**config.mk**
```make
export PLATFORM = sky130hd
export DESIGN_NAME = ascon_block_feeder_flat
export DESIGN_NICKNAME = d
export VERILOG_FILES = /design/src/rtl/ascon_block_feeder_pkg.sv /design/src/rtl/ascon_block_feeder_if.sv /design/src/rtl/ascon_pad_gen.sv /design/src/rtl/ascon_block_feeder.sv /design/src/flat_wrapper.sv
export SDC_FILE = /design/constraint.sdc
export NUM_CORES = 1
export LEC_CHECK = 0
export ABC_AREA = 1
export CAP_MARGIN = 20
export CORE_UTILIZATION = 49
export DETAILED_ROUTE_END_ITERATION = 10
export GPL_TIMING_DRIVEN = 1
export PLACE_DENSITY = 0.9
export SLEW_MARGIN = 20
export SYNTH_ARGS = -nofsm -noshare
export SYNTH_HDL_FRONTEND = slang
export SYNTH_SLANG_ARGS = --single-unit
```
**constraint.sdc**
```tcl
create_clock -name clk_i -period 2.6 [get_ports clk_i]
set_input_delay 0.52 -clock clk_i [delete_from_list [all_inputs] [get_ports clk_i]]
set_output_delay 0.52 -clock clk_i [all_outputs]
set_load 0.01 [all_outputs]
```
**src/rtl/ascon_block_feeder_pkg.sv**
```systemverilog
// Shared types and constants for the ASCON block feeder and its padding helper.
package ascon_cfg;

   localparam int         RATE_BYTES_DEF = 8;
   localparam logic [7:0] PAD_BYTE       = 8'h80;

   typedef enum logic [1:0] {
      IDLE,
      COLLECT,
      EMIT,
      PAD
   } feeder_state_e;

   typedef enum logic {
      SEG_AD,
      SEG_TEXT
   } seg_e;

endpackage

```
**src/rtl/ascon_block_feeder_if.sv**
```systemverilog
// Word-stream input and block output bundle of the feeder; master is the feeder side.
interface ascon_block_feeder_if #(
   parameter int RATE_BYTES = 8
) ();

   logic                    in_valid_i;
   logic                    in_ready_o;
   logic [31:0]             in_data_i;
   logic                    in_last_i;
   logic [2:0]              in_bytes_i;
   logic                    blk_valid_o;
   logic                    blk_ready_i;
   logic [RATE_BYTES*8-1:0] blk_data_o;
   logic                    blk_is_text_o;
   logic                    blk_last_o;

   modport master (
      input  in_valid_i, in_data_i, in_last_i, in_bytes_i, blk_ready_i,
      output in_ready_o, blk_valid_o, blk_data_o, blk_is_text_o, blk_last_o
   );

   modport slave (
      output in_valid_i, in_data_i, in_last_i, in_bytes_i, blk_ready_i,
      input  in_ready_o, blk_valid_o, blk_data_o, blk_is_text_o, blk_last_o
   );

endinterface

```
**src/rtl/ascon_pad_gen.sv**
```systemverilog
// ASCON 10* padding: keeps bytes below off_i, puts 0x80 at off_i, zeroes the rest.
module ascon_pad_gen
   import ascon_cfg::*;
#(
   parameter int RATE_BYTES = RATE_BYTES_DEF
) (
   input  logic [$clog2(RATE_BYTES+1)-1:0] off_i,
   input  logic [RATE_BYTES*8-1:0]         data_i,
   output logic [RATE_BYTES*8-1:0]         data_o
);

   localparam int CW = $clog2(RATE_BYTES + 1);

   genvar gi;
   generate
      for (gi = 0; gi < RATE_BYTES; gi++) begin : g_byte
         localparam logic [CW-1:0] IDX = CW'(gi);
         assign data_o[RATE_BYTES*8-1-8*gi -: 8] =
            (IDX < off_i)  ? data_i[RATE_BYTES*8-1-8*gi -: 8] :
            (IDX == off_i) ? PAD_BYTE : 8'h00;
      end
   endgenerate

endmodule

```
**src/rtl/ascon_block_feeder.sv**
```systemverilog
// Packs AD/text words into padded rate blocks for the ASCON core.
// Optional blk_bytes_o message-byte count: define ASCON_BLOCK_BYTE_CNT_EN.
module ascon_block_feeder
   import ascon_cfg::*;
#(
   parameter int RATE_BYTES = RATE_BYTES_DEF
) (
   input  logic                 clk_i,
   input  logic                 rst_n_i,
   input  logic                 start_i,
   input  logic                 ad_empty_i,
   input  logic                 text_empty_i,
   ascon_block_feeder_if.master bus_if,
`ifdef ASCON_BLOCK_BYTE_CNT_EN
   output logic [$clog2(RATE_BYTES+1)-1:0] blk_bytes_o,
`endif
   output logic                 last_ad_block_o,
   output logic                 last_text_block_o,
   output logic                 busy_o,
   output logic                 done_o
);

   localparam int                      CW      = $clog2(RATE_BYTES + 1);
   localparam int                      BW      = RATE_BYTES * 8;
   localparam logic [CW-1:0]           FULL    = CW'(RATE_BYTES);
   localparam logic [BW-1:0]           PAD_BLK = {PAD_BYTE, {(BW-8){1'b0}}};

   feeder_state_e state_q, state_d;
   seg_e          seg_q, seg_d;
   logic          text_empty_q, text_empty_d;
   logic          pend_pad_q, pend_pad_d;
   logic          last_q, last_d;
   logic          done_q, done_d;
   logic [CW-1:0] cnt_q, cnt_d;
   logic [BW-1:0] pack_q, pack_d;
   logic [CW-1:0] cnt_add, cnt_next;
   logic [BW-1:0] wr_blk, pad_blk;
   logic          pulse_ad, pulse_text;
`ifdef ASCON_BLOCK_BYTE_CNT_EN
   logic [CW-1:0] bytes_q, bytes_d;
`endif

   assign cnt_add  = bus_if.in_last_i ? CW'(bus_if.in_bytes_i) : CW'(4);
   assign cnt_next = cnt_q + cnt_add;

   // cnt_q is always word aligned, so each word slot is selected by an exact offset match.
   genvar gi;
   generate
      for (gi = 0; gi < RATE_BYTES / 4; gi++) begin : g_word
         assign wr_blk[BW-1-32*gi -: 32] = (cnt_q == CW'(4*gi)) ? bus_if.in_data_i
                                                               : pack_q[BW-1-32*gi -: 32];
      end
   endgenerate

   ascon_pad_gen #(.RATE_BYTES(RATE_BYTES)) u_pad_gen (
      .off_i  (cnt_next),
      .data_i (wr_blk),
      .data_o (pad_blk)
   );

   always_comb begin
      state_d      = state_q;
      seg_d        = seg_q;
      text_empty_d = text_empty_q;
      pend_pad_d   = pend_pad_q;
      last_d       = last_q;
      done_d       = 1'b0;
      cnt_d        = cnt_q;
      pack_d       = pack_q;
      pulse_ad     = 1'b0;
      pulse_text   = 1'b0;
`ifdef ASCON_BLOCK_BYTE_CNT_EN
      bytes_d      = bytes_q;
`endif
      case (state_q)
         IDLE: begin
            if (start_i) begin
               seg_d        = ad_empty_i ? SEG_TEXT : SEG_AD;
               text_empty_d = text_empty_i;
               pend_pad_d   = 1'b0;
               cnt_d        = '0;
               state_d      = (ad_empty_i && text_empty_i) ? PAD : COLLECT;
            end
         end
         COLLECT: begin
            if (bus_if.in_valid_i) begin
               cnt_d  = cnt_next;
               pack_d = pad_blk;
               if (bus_if.in_last_i || cnt_next == FULL) begin
                  state_d    = EMIT;
                  last_d     = bus_if.in_last_i && (cnt_next != FULL);
                  pend_pad_d = bus_if.in_last_i && (cnt_next == FULL);
`ifdef ASCON_BLOCK_BYTE_CNT_EN
                  bytes_d    = cnt_next;
`endif
               end
            end
         end
         EMIT, PAD: begin
            if (bus_if.blk_ready_i) begin
               cnt_d = '0;
               if (state_q == EMIT && pend_pad_q) begin
                  pend_pad_d = 1'b0;
                  state_d    = PAD;
               end else if (state_q == EMIT && !last_q) begin
                  state_d = COLLECT;
               end else if (seg_q == SEG_AD) begin
                  pulse_ad = 1'b1;
                  seg_d    = SEG_TEXT;
                  state_d  = text_empty_q ? PAD : COLLECT;
               end else begin
                  pulse_text = 1'b1;
                  done_d     = 1'b1;
                  state_d    = IDLE;
               end
            end
         end
         default: state_d = IDLE;
      endcase
   end

   always_ff @(posedge clk_i or negedge rst_n_i) begin
      if (!rst_n_i) begin
         state_q      <= IDLE;
         seg_q        <= SEG_AD;
         text_empty_q <= 1'b0;
         pend_pad_q   <= 1'b0;
         last_q       <= 1'b0;
         done_q       <= 1'b0;
         cnt_q        <= '0;
         pack_q       <= '0;
`ifdef ASCON_BLOCK_BYTE_CNT_EN
         bytes_q      <= '0;
`endif
      end else begin
         state_q      <= state_d;
         seg_q        <= seg_d;
         text_empty_q <= text_empty_d;
         pend_pad_q   <= pend_pad_d;
         last_q       <= last_d;
         done_q       <= done_d;
         cnt_q        <= cnt_d;
         pack_q       <= pack_d;
`ifdef ASCON_BLOCK_BYTE_CNT_EN
         bytes_q      <= bytes_d;
`endif
      end
   end

   assign bus_if.in_ready_o    = (state_q == COLLECT);
   assign bus_if.blk_valid_o   = (state_q == EMIT) || (state_q == PAD);
   assign bus_if.blk_data_o    = (state_q == EMIT) ? pack_q :
                                 (state_q == PAD)  ? PAD_BLK : '0;
   assign bus_if.blk_last_o    = (state_q == PAD) || ((state_q == EMIT) && last_q);
   assign bus_if.blk_is_text_o = bus_if.blk_valid_o && (seg_q == SEG_TEXT);
`ifdef ASCON_BLOCK_BYTE_CNT_EN
   assign blk_bytes_o          = (state_q == EMIT) ? bytes_q : '0;
`endif
   assign last_ad_block_o      = pulse_ad;
   assign last_text_block_o    = pulse_text;
   assign busy_o               = (state_q != IDLE);
   assign done_o               = done_q;

endmodule

```
**src/flat_wrapper.sv**
```systemverilog
// flat-port wrapper written by rule: the top's interface ports become plain ports
module ascon_block_feeder_flat import ascon_cfg::*;
#(
   parameter int RATE_BYTES = RATE_BYTES_DEF
)
  (clk_i, rst_n_i, start_i, ad_empty_i, text_empty_i, last_ad_block_o, last_text_block_o, busy_o, done_o, bus_if_in_valid_i, bus_if_in_data_i, bus_if_in_last_i, bus_if_in_bytes_i, bus_if_blk_ready_i, bus_if_in_ready_o, bus_if_blk_valid_o, bus_if_blk_data_o, bus_if_blk_is_text_o, bus_if_blk_last_o);
  ascon_block_feeder_if #(.RATE_BYTES(RATE_BYTES)) bus_if_i ();
  input  logic clk_i;
  input  logic rst_n_i;
  input  logic start_i;
  input  logic ad_empty_i;
  input  logic text_empty_i;
  output logic last_ad_block_o;
  output logic last_text_block_o;
  output logic busy_o;
  output logic done_o;
  input wire logic [$bits(bus_if_i.in_valid_i)-1:0] bus_if_in_valid_i;
  input wire logic [$bits(bus_if_i.in_data_i)-1:0] bus_if_in_data_i;
  input wire logic [$bits(bus_if_i.in_last_i)-1:0] bus_if_in_last_i;
  input wire logic [$bits(bus_if_i.in_bytes_i)-1:0] bus_if_in_bytes_i;
  input wire logic [$bits(bus_if_i.blk_ready_i)-1:0] bus_if_blk_ready_i;
  output wire logic [$bits(bus_if_i.in_ready_o)-1:0] bus_if_in_ready_o;
  output wire logic [$bits(bus_if_i.blk_valid_o)-1:0] bus_if_blk_valid_o;
  output wire logic [$bits(bus_if_i.blk_data_o)-1:0] bus_if_blk_data_o;
  output wire logic [$bits(bus_if_i.blk_is_text_o)-1:0] bus_if_blk_is_text_o;
  output wire logic [$bits(bus_if_i.blk_last_o)-1:0] bus_if_blk_last_o;
  assign bus_if_i.in_valid_i = bus_if_in_valid_i;
  assign bus_if_i.in_data_i = bus_if_in_data_i;
  assign bus_if_i.in_last_i = bus_if_in_last_i;
  assign bus_if_i.in_bytes_i = bus_if_in_bytes_i;
  assign bus_if_i.blk_ready_i = bus_if_blk_ready_i;
  assign bus_if_in_ready_o = bus_if_i.in_ready_o;
  assign bus_if_blk_valid_o = bus_if_i.blk_valid_o;
  assign bus_if_blk_data_o = bus_if_i.blk_data_o;
  assign bus_if_blk_is_text_o = bus_if_i.blk_is_text_o;
  assign bus_if_blk_last_o = bus_if_i.blk_last_o;
  ascon_block_feeder #(.RATE_BYTES(RATE_BYTES)) u_core (.clk_i(clk_i), .rst_n_i(rst_n_i), .start_i(start_i), .ad_empty_i(ad_empty_i), .text_empty_i(text_empty_i), .bus_if(bus_if_i), .last_ad_block_o(last_ad_block_o), .last_text_block_o(last_text_block_o), .busy_o(busy_o), .done_o(done_o));
endmodule
```
==> Word-level counts from Yosys, hierarchy flattened <==
Cells that the tools add are included.
{ "totals": {"wordCells": 140, "regBits": 75, "inputBits": 43, "out_inout_bits": 72} }
{ "op_classes": {"addsub": 1, "n_lt_le_gt_ge": 8, "n_mux": 57, "n_reduce_logical": 31, "n_eq_ne": 28} }
{ "op_table": {"columns": ["op", "count"], "rows": [
  ["64-bit two-way mux", 2],
  ["8-bit two-way mux", 16],
  ["32-bit two-way mux", 2],
  ["3-bit AND reduction", 10],
  ["1-bit two-way mux", 20],
  ["2-bit by 1-bit != test with 1-bit output, second input constant", 10],
  ["2-bit two-way mux", 9],
  ["3-bit by 4-bit == test with 1-bit output, first input constant", 4],
  ["3-bit by 4-bit less-than comparator with 1-bit output, first input constant", 4],
  ["4-bit two-way mux", 3],
  ["4-bit one-hot mux with 3 select lines", 1],
  ["2-bit != test, second input constant", 5],
  ["5-bit AND reduction", 2],
  ["2-bit by 4-bit == test with 1-bit output, first input constant", 2],
  ["4-bit zero test", 2],
  ["1-bit by 4-bit less-than comparator with 1-bit output, first input constant", 2],
  ["2-bit by 4-bit less-than comparator with 1-bit output, first input constant", 2],
  ["1-bit logical AND", 7],
  ["2-bit one-hot mux with 3 select lines", 1],
  ["4-bit adder", 1],
  ["1-bit by 4-bit == test with 1-bit output, first input constant", 1],
  ["2-bit == test, second input constant", 2],
  ["4-bit by 3-bit == test with 1-bit output, second input constant", 1],
  ["4-bit == test, second input constant", 1],
  ["12 further kinds", 15]
]} }

==> Longest topological paths before layout <==
Gate-level depths: netlist of run 1.
{ "depth": {"depth_word": 7, "ltp_mapped": 14, "mapped_depth_nobuf": 13} }

==> Hierarchy <==
Synthesis of run 1 repeated with hierarchy kept, for this count alone.
{ "unflattened": {"cells_unflattened": 770, "area_unflattened_um2": 5197.5} }
{ "by_module_without_submodules": {"columns": ["module", "cells_per_inst", "seq_area_each_um2", "area_per_inst_um2", "n_inst"], "rows": [
  ["ascon_block_feeder", 622, 1876.8, 4526.8, 1],
  ["ascon_pad_gen", 148, 0.0, 670.6, 1]
]} }

==> Least setup slack after synthesis of run 1 <==
OpenSTA, ideal clock, no wires.
{ "synth_timing": {"kind": "input to register", "start": "input bus_if_in_bytes_i[0]", "end": "register u_core.pack_q[56]", "setup_slack_ns": 0.252, "path_stages": 14, "t_arrival_ns": 2.231, "n_path_buf": 2, "cell_sequence": "nand2_1 -> inv_1 -> ha_1 -> inv_1 -> fa_1 -> buf_2 -> nand2_1 -> nor2_4 -> nand2_4 -> nand2_2 -> nand2_2 -> buf_6 -> nand2_1 -> o21ai_2"} }
{ "synth_via": {"elab_chain_len": 5} }
{ "synth_lines": {"columns": ["item", "line", "rtl"], "rows": [
  ["start, declared", "flat_wrapper.sv:20", "input wire logic [$bits(bus_if_i.in_bytes_i)-1:0] bus_if_in_bytes_i;"],
  ["3-bit two-way mux *", "ascon_block_feeder.sv:43", "assign cnt_add = bus_if.in_last_i ? CW'(bus_if.in_bytes_i) : CW'(4);"],
  ["4-bit adder *", "ascon_block_feeder.sv:44", "assign cnt_next = cnt_q + cnt_add;"],
  ["1-bit by 4-bit less-than comparator with 1-bit output *", "ascon_pad_gen.sv:19", "(IDX < off_i) ? data_i[RATE_BYTES*8-1-8*gi -: 8] :"],
  ["2-bit by 1-bit != test with 1-bit output (no line)", null, null],
  ["3-bit AND reduction (no line)", null, null],
  ["end signal, assigned", "ascon_block_feeder.sv:143", "pack_q <= pack_d;"],
  ["end, declared", "ascon_block_feeder.sv:35", "logic [BW-1:0] pack_q, pack_d;"]
]} }
Mark *: on every way between the ends. The rest lies on a longest branch, timed or not.
A chain may end at the register's enable or synchronous reset.

==> Worst setup path in the final report of run 1 <==
{ "layout_timing": {"start": "register u_core.state_q[0]", "end": "output bus_if_blk_data_o[55]"} }
{ "layout_via": {"elab_chain_len": 2} }
{ "layout_lines": {"columns": ["item", "line", "rtl"], "rows": [
  ["start, declared", "ascon_block_feeder.sv:28", "feeder_state_e state_q, state_d;"],
  ["start signal, assigned", "ascon_block_feeder.sv:136", "state_q <= state_d;"],
  ["2-bit == test", "ascon_block_feeder.sv:152", "assign bus_if.blk_data_o = (state_q == EMIT) ? pack_q :"],
  ["64-bit two-way mux", "ascon_block_feeder.sv:152", null],
  ["end, declared", "flat_wrapper.sv:24", "output wire logic [$bits(bus_if_i.blk_data_o)-1:0] bus_if_blk_data_o;"]
]} }
Every way passes these cells.

==> results of run 1 <==
## power by group
| group | internal, mW | switching, mW | leakage [nW] |
|---|---|---|---|
| logic | 1.35 | 2.09 | 1.70 |
| clock network | 0.461 | 0.417 | 0.102 |
| registers | 1.58 | 0.240 | 0.986 |
## worst paths after layout
path | end | slack [ns] | depth (start not counted)
hold / removal | u_core.pack_q[25]$_DFFE_PN0P_ | 0.31 | 1
max in group asynchronous | u_core.state_q[1]$_DFFE_PN0P_ | 1.63 | 1
hold reg to reg | u_core.pack_q[26]$_DFFE_PN0P_ | 0.48 | 2
min in group clk_i | u_core.pack_q[26]$_DFFE_PN0P_ | 0.48 | 2
setup / recovery | bus_if_blk_data_o[55] | 0.10 | 5
setup reg to reg | u_core.pack_q[46]$_DFFE_PN0P_ | 0.55 | 9
## repair_timing
item                       4_1_cts  5_1_grt
gates resized for setup          6        8
setup endpoints to repair       63       60
pin swaps                        0        2
buffers inserted                 0        1
## layout make-up
class / instances / area (um2) / area share, %
inverter: 103 / 389 / 6.75
sequential: 75 / 1880 / 32.6
clock inverter: 5 / 53.8 / 0.934
multi-input combinational: 360 / 1820 / 31.5
timing repair buffer: 141 / 1360 / 23.5
tap: 105 / 131 / 2.28
clock buffer: 10 / 138 / 2.39
## per-stage QoR
step	hold WS [ns]	util, %	cells	setup slack (ns)
after floorplan	0.224	-	560	0.252
after global placement	0.454	67.2	783	-0.172
after detailed placement	0.460	67.2	783	-0.244
after CTS	0.345	69.6	798	0.0568
after global routing	0.391	70.1	799	0.00427
final	0.308	70.1	799	0.105
## state kept, by name, indices dropped and copies added, names as in the netlist
register and flops:
u_core.state_q 2, u_core.last_q 1, u_core.cnt_q 4, u_core.done_o 1, u_core.seg_q 1, u_core.text_empty_q 1
u_core.pack_q 64, u_core.pend_pad_q 1
## worst max-delay path, stage by stage (launching register included)
cell and delay [ns]:
dfrtp_1 0.47, nor2_4 0.16, inv_2 0.07, buf_4 0.22, nor2_1 0.14, clkdlybuf4s50_1 0.57
## cells by family after synthesis
family / synth area share, %
buffers and inverters: 12.5
flip-flops: 45.0
AND/OR/NAND/NOR: 34.1
adder cells (fa/ha/maj): 1.38
AO/OA/AOI/OAI: 7.10
## layer usage
layer  wire length, um  vias up  GRT usage (%)
li1                  -     2012              -
met1              4590     1927           32.3
met2              5540      154           44.5
met3               652       17           4.45
met4               154        0           9.23
met5                 0        -              0
## cell usage after synthesis (3+ instances only)
| cell | n |
|---|---|
| nand2_1 | 145 |
| inv_1 | 96 |
| nor2_1 | 77 |
| dfrtp_1 | 75 |
| nand4_1 | 44 |
| nand3_1 | 19 |
| o21ai_0 | 13 |
| o22ai_1 | 11 |
| nand2_2 | 10 |
| a21oi_1 | 8 |
| buf_2 | 8 |
| clkbuf_1 | 8 |
| inv_2 | 6 |
| o21ai_2 | 6 |
| nand2_4 | 5 |
| o21ai_1 | 4 |
| ha_1 | 3 |
## cells in the final DEF, fill, tap and decap left out
master,count
nor2_4,2
nand3_1,19
or2_1,1
a21oi_1,8
nor2_1,75
buf_6,1
dlygate4sd2_1,2
buf_4,26
o21ai_1,5
nor3_2,1
ha_1,2
buf_12,1
nand3_2,2
clkinv_4,1
inv_2,6
o22ai_1,11
nor3_1,1
inv_4,1
o21ai_0,12
nand3_4,2
o21ai_4,3
dfrtp_2,1
nand2_2,8
fa_1,1
nand2_4,7
clkbuf_8,10
clkdlybuf4s50_1,111
inv_1,96
nand4_1,44
bufinv_16,1
o21ai_2,5
nor2_2,2
dfrtp_1,74
clkinv_2,3
a21oi_4,1
a21oi_2,1
nand2_1,145
or2_4,1
ha_2,1
==> reports/results.ini, run 1 <==
[run_status]
status = complete, no violations

[detailed_routing]
drt_iter0_drc = 199
dr.pass1.iters = 5
postRouteWirelength_um = 10900
viasPerCell = 5.14
vias = 4110
post-route-drc-count = 0
drt-wirelength-per-cell_um = 13.7
ant_nets = 0

[final_layout]
drive_gt1_share_pct = 12.5
antennaDiodeCount = 0
stdcell_area_um2 = 5760
areaGrowthSynthToFinish_pct = 38.0
fillCellCount = 640
final_nets = 737

[timing]
tightest_slew_ns = 0.935
final.period_utilization_pct = 96.0
setup_viol = 0
final.setup_skew_ns = 0.00870
slew_headroom_pct = 37.7
drv_slew = 0
clock.fmax_mhz = 401
setup_tns_ns = 0
finalHoldViolCount = 0
rsz0062_at_grt = false
fin_crit_ns = 2.50

[clock_tree]
path_clk_slew_ns = 0.07
cts_hold_buf = 0
cts_made_buffers = 9
insertion_delay_ns = 0.35
root_buffer = clkbuf_8
cts_buffer_depth = 2
cts_tree = yes
clock-sinks = 75
htree_levels = 3

[synthesis]
synth_top_area_cell = dfrtp_1
yosysSeqAreaShare_pct = 45.0
netlist_instances = 560
syn-cell-area_um2 = 4170
ys_ff_latch = 75
synth.distinct_cells = 33
syn_avg_cell_area_um2 = 7.45
synth_ff_type = dfrtp_1
yosys_warnings = 0
synthTopCellsByArea = dfrtp_1 45%, nand2_1 13%, inv_1 8.6%, nor2_1 6.9%, nand4_1 6.6%
synth_top_area_share_pct = 45.0
synthArstFlopShare_pct = 100
synth_edf_count = 0
syn_nets = 607

[floorplan]
die_x_um = 94.3
dieArea_um2 = 8890
ios = 115
rows = 33
chipHeight_um = 94.3
coreArea_um2 = 8220
start_util_pct = 50.8

[pwr]
power_density_nw_per_um2 = 1070
total_power_mw = 6.14
leakagePower_nw = 2.79
vdd_drop_max_mv = 0.778

[placement]
place.gp.congestion = 0.826
place_area_um2 = 5520
hpwl_um = 8020
io_buffers = 114

[global_routing]
grt_pass1_vias = 3977
grt_pass1_wl_um = 17800
grt_start_max_net_pins = 76
grt.total_usage_pct = 25.8
antenna_found_initial = 0
overflow = 0

[min_path]
hp-class = in2async

[job]
cap_violations = 0

[worst_setup_path]
cp-startpoint = u_core.state_q[0]$_DFFE_PN0P_
critPathCaptureType = primary output
path_max_fanout = 29
reg2reg_from = u_core.cnt_q[0]$_DFFE_PN0P_
start_kind = flip-flop
cp.arrival_ns = 1.98
worstSetupPathType = reg2out
worstPathRequired_ns = 2.08

Power figures use the tool's default switching activity.
==> inputs of run 2 (changes only) <==
--- a/config.mk
+++ b/config.mk
@@ -6,6 +6,7 @@
 export NUM_CORES = 1
 export LEC_CHECK = 0
 export ABC_AREA = 1
+export ABC_CLOCK_PERIOD_IN_PS = 2600
 export CAP_MARGIN = 20
 export CORE_UTILIZATION = 49
 export DETAILED_ROUTE_END_ITERATION = 10
==> results of run 2 <==
No change in the layout: final DEF, timing and power equal those of run 1.
==> inputs of run 3 (changes only) <==
--- a/config.mk
+++ b/config.mk
@@ -8,10 +8,12 @@
 export ABC_AREA = 1
 export ABC_CLOCK_PERIOD_IN_PS = 2600
 export CAP_MARGIN = 20
-export CORE_UTILIZATION = 49
+export CELL_PAD_IN_SITES_DETAIL_PLACEMENT = 0
+export CELL_PAD_IN_SITES_GLOBAL_PLACEMENT = 1
+export CORE_UTILIZATION = 34
 export DETAILED_ROUTE_END_ITERATION = 10
 export GPL_TIMING_DRIVEN = 1
-export PLACE_DENSITY = 0.9
+export PLACE_DENSITY = 0.88
 export SLEW_MARGIN = 20
 export SYNTH_ARGS = -nofsm -noshare
 export SYNTH_HDL_FRONTEND = slang
==> reports/results.ini, run 3 (synthesized netlist as in run 1, its figures left out) <==
[run_status]
status = complete, no violations  ; unchanged

[worst_setup_path]
start_kind = flip-flop  ; unchanged
critPathCaptureType = primary output  ; unchanged
rr_worst_depth = 9  ; unchanged
worstPathRequired_ns = 2.08  ; about the same
cp.arrival_ns = 2.00  ; was 1.98 ns
worstSetupPathType = reg2out  ; unchanged
reg2reg_from = u_core.cnt_q[0]$_DFFE_PN0P_  ; unchanged
rrSetupSlack_ns = 0.50  ; was 0.55 ns
crit_end = bus_if_blk_data_o[15]  ; was bus_if_blk_data_o[55]
path_max_fanout = 63  ; was 29
r2r_end = u_core.pack_q[8]$_DFFE_PN0P_  ; was u_core.pack_q[46]$_DFFE_PN0P_
cp-startpoint = u_core.state_q[1]$_DFFE_PN0P_  ; was u_core.state_q[0]$_DFFE_PN0P_

[floorplan]
ios = 115  ; unchanged
die_x_um = 113  ; was 94.3 um
chipHeight_um = 113  ; was 94.3 um
start_util_pct = 34.7  ; was 50.8%
dieArea_um2 = 12700  ; was 8890 um2
coreArea_um2 = 12000  ; was 8220 um2
rows = 40  ; was 33

[final_layout]
fin_cells = 842  ; was 799
most-common-layout-cells = 145 x nand2_1, 113 x clkdlybuf4s50_1, 96 x inv_1, 76 x nor2_1, 74 x dfrtp_1  ; was 145 x nand2_1, 111 x clkdlybuf4s50_1, 96 x inv_1, 75 x nor2_1, 74 x dfrtp_1
reg.largest.list = u_core.pack_q: 64 flops, u_core.cnt_q: 4 flops, u_core.state_q: 2 flops  ; unchanged
final_common_cell = nand2_1  ; unchanged
largest_reg_flops = 64  ; unchanged
areaGrowthSynthToFinish_pct = 43.3  ; was 38.0%
regMostFlops = u_core.pack_q  ; unchanged
drive_gt1_share_pct = 12.4  ; was 12.5%
antennaDiodeCount = 0  ; unchanged
final_nets = 737  ; unchanged

[pwr]
leakagePower_nw = 2.85  ; was 2.79 nW
power_density_nw_per_um2 = 1110  ; was 1070 nW/um2
vdd_drop_max_mv = 0.589  ; was 0.778 mV
total_power_mw = 6.65  ; was 6.14 mW

[clock_tree]
cts_made_buffers = 9  ; unchanged
htree_levels = 3  ; unchanged
cts_hold_buf = 0  ; unchanged
insertion_delay_ns = 0.34  ; was 0.35 ns
cts_buffer_depth = 2  ; unchanged
clock-sinks = 75  ; unchanged
root_buffer = clkbuf_16  ; was clkbuf_8
cts_tree = yes  ; unchanged
path_clk_slew_ns = 0.06  ; was 0.07 ns
postCtsSetupRepairBufs = 0  ; unchanged

[placement]
placed_cells = 826  ; was 783
place.gp.congestion = 0.811  ; was 0.826
pre_cts_slack_ns = -0.236  ; was -0.244 ns
hpwl_um = 8250  ; was 8020 um
io_buffers = 114  ; unchanged

[timing]
drv_slew = 0  ; unchanged
worst_slack_ns = 0.0786  ; was 0.105 ns
hold_ws_ns = 0.305  ; was 0.308 ns
setup_viol = 0  ; unchanged
setup_tns_ns = 0  ; unchanged
final.period_utilization_pct = 97.0  ; was 96.0%
fin_crit_ns = 2.52  ; was 2.50 ns
finalHoldViolCount = 0  ; unchanged
slew_headroom_pct = 36.7  ; was 37.7%
rsz0062_at_grt = false  ; unchanged
tightest_slew_ns = 0.950  ; was 0.935 ns
clock.fmax_mhz = 397  ; was 401 MHz
final.setup_skew_ns = 0.00673  ; was 0.00870 ns

[detailed_routing]
postRouteWirelength_um = 11200  ; was 10900 um
post-route-drc-count = 0  ; unchanged
drt_iter0_drc = 202  ; was 199
vias = 3981  ; was 4110
ant_nets = 0  ; unchanged
dr.pass1.iters = 4  ; was 5
viasPerCell = 4.73  ; was 5.14
drt-wirelength-per-cell_um = 13.3  ; was 13.7 um

[global_routing]
grt.total_usage_pct = 18.5  ; was 25.8%
antenna_found_initial = 0  ; unchanged
grt_pass1_wl_um = 18800  ; was 17800 um
grt_start_max_net_pins = 76  ; unchanged
overflow = 0  ; unchanged
grt_pass1_vias = 3916  ; was 3977

[job]
cap_violations = 0  ; unchanged

[min_path]
hp-class = in2async  ; unchanged

run 3: changes by cell type in the layout (fill, tap and decap cells not counted), sizes merged:
cell and change:
dlygate4sd2 -2, clkinvlp +2, clkdlybuf4s50 +2, clkinv -4, clkbuf +3
run 3: metal layers:
| layer | vias up | GRT usage, % | routed length [um] |
|---|---|---|---|
| met5 | - | 0 | 0 |
| met4 | 0 | 6.67 | 178 |
| met3 | 16 | 4.55 | 491 |
| met2 | 83 | 29.9 | 5330 |
| met1 | 1866 | 24.0 | 5200 |
| li1 | 2016 | - | - |
run 3: worst min path at each step:
stage / endpoint / slack, ns / cells past startpoint
after floorplan: u_core.cnt_q[0]$_DFFE_PN0P_ / 0.22 / 0
after global placement: u_core.pack_q[48]$_DFFE_PN0P_ / 0.45 / 2
after detailed placement: u_core.pack_q[46]$_DFFE_PN0P_ / 0.46 / 2
after CTS: u_core.cnt_q[0]$_DFFE_PN0P_ / 0.37 / 1
after global routing: u_core.pack_q[34]$_DFFE_PN0P_ / 0.40 / 1
final: u_core.pack_q[34]$_DFFE_PN0P_ / 0.31 / 1
run 3: per-stage QoR:
step                      area (um2)  util [%]
after floorplan                 4170         -
after global routing            5980      49.8
after global placement          5640      46.9
after detailed placement        5640      46.9
final                           5980      49.8
after CTS                       5950      49.6
run 3: timing repair:
action / 4_1_cts / 5_1_grt
pin swaps: 0 / 0
setup endpoints to repair: 6 / 53
gates resized for setup: 1 / 5
run 3: worst max-delay path, stage by stage (launching register included):
cell and delay (ns):
dfrtp_2 0.43, inv_2 0.09, nor2_2 0.14, inv_2 0.07
buf_12 0.18, nor2_1 0.16, clkdlybuf4s50_1 0.56
run 3: cell type report:
type / count / area (um2)
fillers: 1219 / 6030
flip-flops and latches: 75 / 1880
multi-input cells: 360 / 1810
repair buffers: 141 / 1400
inverters: 103 / 389
clock buffers: 13 / 270
well taps: 147 / 184
clock inverters: 3 / 45.0
run 3: where the power goes:
part           leakage (nW)  switching, mW  internal [mW]
sequential            0.986          0.239           1.58
combinational          1.71           2.09           1.44
clock                 0.148          0.483          0.822
